**config.mk**
```make
export PLATFORM = sky130hd
export DESIGN_NAME = scan_chain_ctrl
export DESIGN_NICKNAME = d
export VERILOG_FILES = /design/src/rtl/scan_chain_ctrl_pkg.sv /design/src/rtl/scan_chain_ctrl_shreg.sv /design/src/rtl/scan_chain_ctrl.sv
export SDC_FILE = /design/constraint.sdc
export NUM_CORES = 1
export LEC_CHECK = 0
export BUFFER_PORTS_ARGS = -buffer_cell sky130_fd_sc_hd__buf_2
export CAP_MARGIN = 20
export CORE_ASPECT_RATIO = 0.7
export CORE_MARGIN = 2
export CORE_UTILIZATION = 40
export DETAILED_ROUTE_END_ITERATION = 8
export PLACE_DENSITY_LB_ADDON = 0.05
export SETUP_SLACK_MARGIN = 0.5
export SLEW_MARGIN = 30
export SYNTH_ARGS = -nofsm -noshare
export SYNTH_HDL_FRONTEND = slang
export SYNTH_HIERARCHICAL = 1
export SYNTH_SLANG_ARGS = --single-unit
```
**constraint.sdc**
```tcl
create_clock -name CLK -period 5.1 [get_ports CLK]
set_clock_uncertainty 0.15 [all_clocks]
set_input_delay 0.255 -clock CLK [delete_from_list [all_inputs] [get_ports CLK]]
set_output_delay 0.255 -clock CLK [all_outputs]
set_load 0.02 [all_outputs]
```
**src/rtl/scan_chain_ctrl_pkg.sv**
```systemverilog
// Shared types and helpers for the scan chain sequencer.
package scan_ctrl_pkg;

    typedef enum logic [2:0] {
        ST_IDLE,
        ST_LOAD,
        ST_CAPTURE,
        ST_UNLOAD,
        ST_DONE
    } state_e;

    // Wide enough to hold the largest terminal count of any phase.
    function automatic int cnt_width(input int chain_len, input int cap_cycles);
        int m;
        m = (chain_len > cap_cycles) ? chain_len : cap_cycles;
        return $clog2(m + 1);
    endfunction

endpackage

```
**src/rtl/scan_chain_ctrl_shreg.sv**
```systemverilog
// Shift register with parallel load and serial input; shifts toward the MSB.
module scan_ctrl_shreg #(
    parameter int W = 8
) (
    input  logic         clk_i,
    input  logic         srst_i,
    input  logic         load_i,
    input  logic [W-1:0] load_val_i,
    input  logic         shift_i,
    input  logic         ser_i,
    output logic [W-1:0] q_o
);

    logic [W-1:0] q_q;
    logic [W-1:0] q_d;

    genvar gi;
    generate
        for (gi = 0; gi < W; gi++) begin : g_bit
            logic shift_src;
            if (gi == 0) begin : g_lsb
                assign shift_src = ser_i;
            end else begin : g_upper
                assign shift_src = q_q[gi-1];
            end
            assign q_d[gi] = load_i ? load_val_i[gi] : (shift_i ? shift_src : q_q[gi]);
        end
    endgenerate

    always_ff @(posedge clk_i) begin
        if (srst_i) begin
            q_q <= '0;
        end else begin
            q_q <= q_d;
        end
    end

    assign q_o = q_q;

endmodule

```
**src/rtl/scan_chain_ctrl.sv**
```systemverilog
// Load / capture / unload sequencer for a single mux-scan chain.
module scan_chain_ctrl
    import scan_ctrl_pkg::*;
#(
    parameter int   CHAIN_LEN  = 8,
    parameter int   CAP_CYCLES = 1,
    parameter logic FILL       = 1'b0
) (
    input  logic                 CLK,
    input  logic                 RST,
    input  logic                 START,
    input  logic                 ABORT,
    input  logic [CHAIN_LEN-1:0] PAT,
    input  logic                 SO,
    output logic                 SE,
    output logic                 SI,
    output logic                 CHAIN_RN,
    output logic                 BUSY,
    output logic                 DONE,
    output logic [CHAIN_LEN-1:0] RESP
);

    localparam int CNT_W = cnt_width(CHAIN_LEN, CAP_CYCLES);
    localparam logic [CNT_W-1:0] SHIFT_LAST = CNT_W'(CHAIN_LEN - 1);
    localparam logic [CNT_W-1:0] CAP_LAST   = CNT_W'(CAP_CYCLES - 1);

    state_e           state_q, state_d;
    logic [CNT_W-1:0] cnt_q, cnt_d;
    logic             se_q, se_d;
    logic             si_q, si_d;
    logic             rn_q;
    logic             busy_q, busy_d;
    logic             done_q, done_d;

    logic                 pat_load;
    logic                 pat_shift;
    logic                 resp_shift;
    logic [CHAIN_LEN-1:0] pat_vec;
    logic                 pat_unused;

    always_comb begin
        state_d = state_q;
        cnt_d   = cnt_q + 1'b1;
        case (state_q)
            ST_IDLE: begin
                if (START && !ABORT) state_d = ST_LOAD;
            end
            ST_LOAD: begin
                if (ABORT)                     state_d = ST_IDLE;
                else if (cnt_q == SHIFT_LAST)  state_d = ST_CAPTURE;
            end
            ST_CAPTURE: begin
                if (ABORT)                     state_d = ST_IDLE;
                else if (cnt_q == CAP_LAST)    state_d = ST_UNLOAD;
            end
            ST_UNLOAD: begin
                if (ABORT)                     state_d = ST_IDLE;
                else if (cnt_q == SHIFT_LAST)  state_d = ST_DONE;
            end
            ST_DONE: state_d = ST_IDLE;
            default: state_d = ST_IDLE;
        endcase
        if (state_d != state_q || state_q == ST_IDLE) cnt_d = '0;
    end

    // Outputs are registered from the next state so they are valid for the whole cycle.
    always_comb begin
        se_d   = (state_d == ST_LOAD) || (state_d == ST_UNLOAD);
        busy_d = (state_d == ST_LOAD) || (state_d == ST_CAPTURE) || (state_d == ST_UNLOAD);
        done_d = (state_d == ST_DONE);
        si_d   = FILL;
        if (state_d == ST_LOAD) begin
            si_d = (state_q == ST_IDLE) ? PAT[CHAIN_LEN-1] : pat_vec[CHAIN_LEN-1];
        end
    end

    // The MSB goes straight to SI at START, so the register keeps the remainder pre-shifted.
    assign pat_load   = (state_q == ST_IDLE) && (state_d == ST_LOAD);
    assign pat_shift  = (state_q == ST_LOAD);
    assign resp_shift = (state_q == ST_UNLOAD) && !ABORT;
    assign pat_unused = ^pat_vec[CHAIN_LEN-2:0];

    scan_ctrl_shreg #(.W(CHAIN_LEN)) u_pat (
        .clk_i      (CLK),
        .srst_i     (RST),
        .load_i     (pat_load),
        .load_val_i ({PAT[CHAIN_LEN-2:0], FILL}),
        .shift_i    (pat_shift),
        .ser_i      (FILL),
        .q_o        (pat_vec)
    );

    scan_ctrl_shreg #(.W(CHAIN_LEN)) u_resp (
        .clk_i      (CLK),
        .srst_i     (RST),
        .load_i     (1'b0),
        .load_val_i ('0),
        .shift_i    (resp_shift),
        .ser_i      (SO),
        .q_o        (RESP)
    );

    always_ff @(posedge CLK) begin
        if (RST) begin
            state_q <= ST_IDLE;
            cnt_q   <= '0;
            se_q    <= 1'b0;
            si_q    <= FILL;
            rn_q    <= 1'b0;
            busy_q  <= 1'b0;
            done_q  <= 1'b0;
        end else begin
            state_q <= state_d;
            cnt_q   <= cnt_d;
            se_q    <= se_d;
            si_q    <= si_d;
            rn_q    <= 1'b1;
            busy_q  <= busy_d;
            done_q  <= done_d;
        end
    end

    assign SE       = se_q;
    assign SI       = si_q;
    assign CHAIN_RN = rn_q;
    assign BUSY     = busy_q;
    assign DONE     = done_q;

endmodule

```
# --- Yosys cells after proc, flatten, opt, wreduce, memory -nomap -nowiden ---
# Cells that the tools add are included.
totals:
  regBits: 27
  inputBits: 13
  out_inout_bits: 13
  elab_cells: 57
op_classes:
  add_sub_neg: 1
  n_eq_ne: 9
  mux: 24
  bitwise: 1
  reduce_logical: 13
ops:
  columns: ["operator", "n"]
  rows:
  - ["2-to-1 mux 3 bit", 7]
  - ["2-to-1 mux 1 bit", 16]
  - ["equality test 3 x 2 -> 1 bit, second input constant", 4]
  - ["one-hot mux 3 bit (4 select lines)", 1]
  - ["equality test 3 x 1 -> 1 bit, second input constant", 2]
  - ["adder 4 x 1 -> 4 bit, second input constant", 1]
  - ["equality test 4 x 3 -> 1 bit, second input constant", 1]
  - ["logical NOT 4 bit", 1]
  - ["logical OR 1 bit", 4]
  - ["OR reduction 2 bit", 2]
  - ["equality test 3 bit, second input constant", 1]
  - ["logical AND 1 bit", 3]
  - ["logical NOT 3 bit", 1]
  - ["inequality test 3 bit", 1]
  - ["nonzero test 2 bit", 1]
  - ["logical NOT 1 bit", 1]
  - ["inverter 1 bit", 1]

# --- Depth between registers and ports, before layout ---
depth:
  ltp_word: 7
  mapped_depth: 6
  depth_no_buf: 5

# --- Hierarchy ---
# The synthesis kept the hierarchy.
by_module_without_submodules:
  columns: ["mod", "instances", "cells_each", "area_each_um2", "seq_area_each_um2"]
  rows:
  - ["scan_ctrl_shreg", 2, 35, 369.1, 160.2]
  - ["scan_chain_ctrl", 1, 54, 526.8, 240.2]

# --- Least setup slack after synthesis ---
# No wires, ideal clock.
synth_path:
  path_type: "flip-flop to flip-flop"
  from: "register state_q[0]"
  to: "register, netlist name u_pat/q_o[0]"
  setup_ns: 0.086
  arrival_ns: 1.476
  t_required_ns: 4.864
  path_slack_ns: 3.388
  stages_incl_launch_ff: 6
  path_buffers: 1
  synth_period_minus_slack_ns: 1.712
  cell_sequence: "dfxtp_1 buf_2 nand2b_1 nor4_1 inv_2 a211oi_1"
synth_rtl:
  columns: ["item", "line", "source"]
  rows:
  - ["start: declaration", "scan_chain_ctrl.sv:27", "state_e state_q, state_d;"]
  - ["start signal: assignment", "scan_chain_ctrl.sv:113", "state_q <= state_d;"]

# --- Worst setup path in the final report ---
layout_path:
  from: "register state_q[0]"
  to: "register u_pat.q_q[3] (netlist: u_pat/q_o[3])"
layout_via:
  elab_chain_len: 6
  word_cells_on_any_way: 16
  cone_classes: "eq/ne: 4; mux: 9; reduce/logical: 3"
layout_lines:
  columns: ["item", "line", "source"]
  rows:
  - ["2-to-1 mux 3 bit (on tied branches)", "scan_chain_ctrl.sv:58, scan_chain_ctrl.sv:50, scan_chain_ctrl.sv:54", null]
  - ["2-to-1 mux 3 bit (on tied branches)", "scan_chain_ctrl.sv:57, scan_chain_ctrl.sv:49, scan_chain_ctrl.sv:53", null]
  - ["one-hot mux 3 bit (4 select lines)", "scan_chain_ctrl.sv:44", "case (state_q)"]
  - ["equality test 3 x 1 -> 1 bit", "scan_chain_ctrl.sv:78", "assign pat_load = (state_q == ST_IDLE) && (state_d == ST_LOAD);"]
  - ["logical AND 1 bit (*)", "scan_chain_ctrl.sv:78", null]
  - ["net pat_load", "scan_chain_ctrl.sv:35", "logic pat_load;"]
  - ["2-to-1 mux 1 bit or nonzero test 2 bit (tied branches)", null, null]
  - ["end signal: assignment", "scan_chain_ctrl_shreg.sv:34", "q_q <= q_d;"]
  - ["end: declaration", "scan_chain_ctrl_shreg.sv:14", "logic [W-1:0] q_q;"]
# The timed path passes the listed nets; every way through them passes the cells marked *.
# A chain may end at the register's enable or synchronous reset.

==> key figures <==
Floorplan
  • Rows: 17
  • Die ar.: 3640 um2
  • Die W: roughly 71 um
  • Starting Density: 0.410
  • I/O pins: 26
  • Core area: 3080 um2
  • Die Height: 51.1 um

GRT
  • Total global-route track usage: 0.137
  • Vias in the first global route: between 800 and 900
  • Maximum number of pins on one net before global-route repair: 20
  • GRT overflow: 0
  • First-pass GRT wire length: 3880 um
  • Initial antenna violation count: 0

Logic synthesis
  • Total number of yosys warnings: 6
  • EDFF count, synth: 0
  • Largest cells by area after synthesis: dfxtp_1 44%, mux2i_1 13%, a211oi_1 10%
  • Mean post-synth cell area: between 10 and 15 um2
  • Synth top cells by count: 28 x dfxtp_1, 17 x a211oi_1, 17 x nor2b_1, 16 x mux2i_1, 8 x nor3_1
  • Sequential area share after synthesis: 0.443
  • Post-Syn Area: 1260 um2
  • #FFs+latches synth: 28
  • Synth area leader: dfxtp_1
  • Synth Instances: about 120
  • Top-area cell type share of the netlist area: 0.443
  • Post-synthesis cell type count: 30
  • Most frequent cell after synthesis: dfxtp_1
  • FFs w/ async S/R, synth: 0
  • Main synth FF type: dfxtp_1

Clock network
  • TritonCTS Sinks: 28
  • Post_cts resized: 0
  • Register clock-pin slew on the reported worst setup and hold paths: about 90 ps
  • Htree depth: 1
  • CTS tree: built
  • Worst-Skew Late Latency: 270 ps
  • Clk buf depth: 2
  • Postcts setup bufs: 0
  • Root buf cell: clkbuf_8
  • CTS Hold Bufs: 0
  • Clock buffer count from CTS: 3

Worst setup path
  • Slowest cell on crit path: nor4_2
  • Critical path startpoint: state_q[0]
  • Critical Path Source Type: flip-flop
  • Critical path cell sequence: nand2b_1 -> nor4_2 -> inv_2 -> a211oi_1
  • Reg2reg start: state_q[0]
  • Crit. End Element: flip-flop
  • Critical path's largest stage delay: 490 ps
  • CP bufs+invs: 1
  • CP top delay family: simple AND/OR/NAND/NOR gates
  • WS Path Type: flip-flop to flip-flop
  • CP Max Fanout: 10
  • Crit path DAT: roughly 1800 ps
  • Critical Path RT: 5130 ps

Timing
  • Fmax: 0.554 GHz
  • Least-Margin Pin Slew: around 650 ps
  • Setup TNS: 0 ps
  • Rel. slew slack: 0.562
  • Tmin final: 1800 ps
  • Setup-failing EPs final: 0
  • RSZ-0062 raised after global routing: false
  • Final Max Tran Viols: 0
  • Hold Fails Final Rpt: 0
  • Final Cycle Share: 0.354

Detailed routing
  • WL final: 2440 um
  • DRT antenna net count: 0
  • WL/cell: 11.9 um
  • Residual DRC: 0
  • Vias: 978
  • Detailed Route Iter0 Violations: 42
  • Post-DR vias/cell: 4.77
  • TritonRoute pass-1 iters: 4

Placement
  • RD Place Congestion: a little over 0.7
  • DP Cell Count: 201
  • Detail Placement HPWL: around 1800 um
  • Port Buffers: 25

Layout
  • Diode count: 0
  • Share of cells above drive strength 1: 0.234
  • Area added between synthesis and finish: 21.7%
  • Final nets: 183
  • Post-Layout Cell Count: 205

Hold path
  • Hold path start: PAT[1]
  • Hold crit path type: input port to flip-flop

Power
  • Pwr per Cell Area: 276 nW/um2
  • Pleak: between 0.6 and 0.7 nW
  • Maximum vdd drop: between 100 and 150 uV

Flow run
  • Max-capacitance violation count: 0

Status
  • Outcome: finished clean
-- cells in the final DEF (no fill, tap or decap), types with 4 or more instances in the layout --
| cell | synthesis | layout |
|---|---|---|
| nor3_1 | 8 | 8 |
| a211oi_1 | 17 | 17 |
| inv_1 | 4 | 4 |
| nor2b_1 | 17 | 17 |
| conb_1 | 1 | 19 |
| mux2i_1 | 16 | 16 |
| dfxtp_1 | 28 | 28 |
| buf_2 | 1 | 25 |
| clkbuf_8 | 0 | 4 |
-- logic make-up after synthesis --
family,Yosys count,synth area share
other,1,0.00296
flip-flops,28,0.443
AO/OA/AOI/OAI,21,0.137
adder cells (fa/ha/maj),2,0.0198
AND/OR/NAND/NOR,41,0.199
multiplexers,17,0.136
XOR/XNOR,2,0.0139
buffers and inverters,12,0.0485
-- final timing paths --
| check | endpoint | slack (ps) | cells past startpoint |
|---|---|---|---|
| setup / recovery | u_pat/q_o[3] | 3300 | 4 |
| hold / removal | u_pat/q_o[2] | 130 | 3 |
| setup reg to reg | u_pat/q_o[3] | 3300 | 4 |
| hold reg to reg | cnt_q[0] | 350 | 1 |
-- final cells by class --
type / instances / area [um2]
flip-flops and latches: 28 / 561
inverters: 7 / 26.3
well taps: 38 / 47.5
repair buffers: 26 / 133
multi-input cells: 102 / 717
fillers: 308 / 1550
clock buffers: 4 / 55.1
-- power by group --
part	switching, mW	total (mW)	internal [mW]
logic	0.0287	0.0513	0.0226
clock network	0.0669	0.136	0.0691
registers	0.00718	0.237	0.230
-- through the flow --
stage	setup slack (ps)	hold slack [ps]	util	total power, mW	area (um2)
6_report	3300	125	0.499	0.424	1540
5_1_grt	3150	117	0.499	0.446	1540
4_1_cts	2940	116	0.497	0.428	1530
3_5_place_dp	2960	329	0.479	0.292	1480
3_3_place_gp	3140	322	0.479	0.291	1480
2_1_floorplan	3390	162	-	0.277	1330
-- sequential cells by signal, summed over array words and instances, names as in the netlist --
name        flops
u_resp/q_o      8
cnt_q           4
state_q         3
BUSY            1
CHAIN_RN        1
SE              1
u_pat/q_o       8
SI              1
DONE            1
-- layer usage --
metal	track usage	share of wire	up-vias
li1	-	-	517
met4	0.0283	0	0
met1	0.177	0.48	439
met2	0.225	0.46	22
met5	0	0	-
met3	0.0454	0.057	0
-- worst register-to-register path: cells and delay by family (launching register included) --
family	cells	cell delay [ps]
simple gates	2	690
buf+inv	1	190
flops	1	410
compound gates	1	270
No activity file was read; power rests on OpenSTA's default activity.
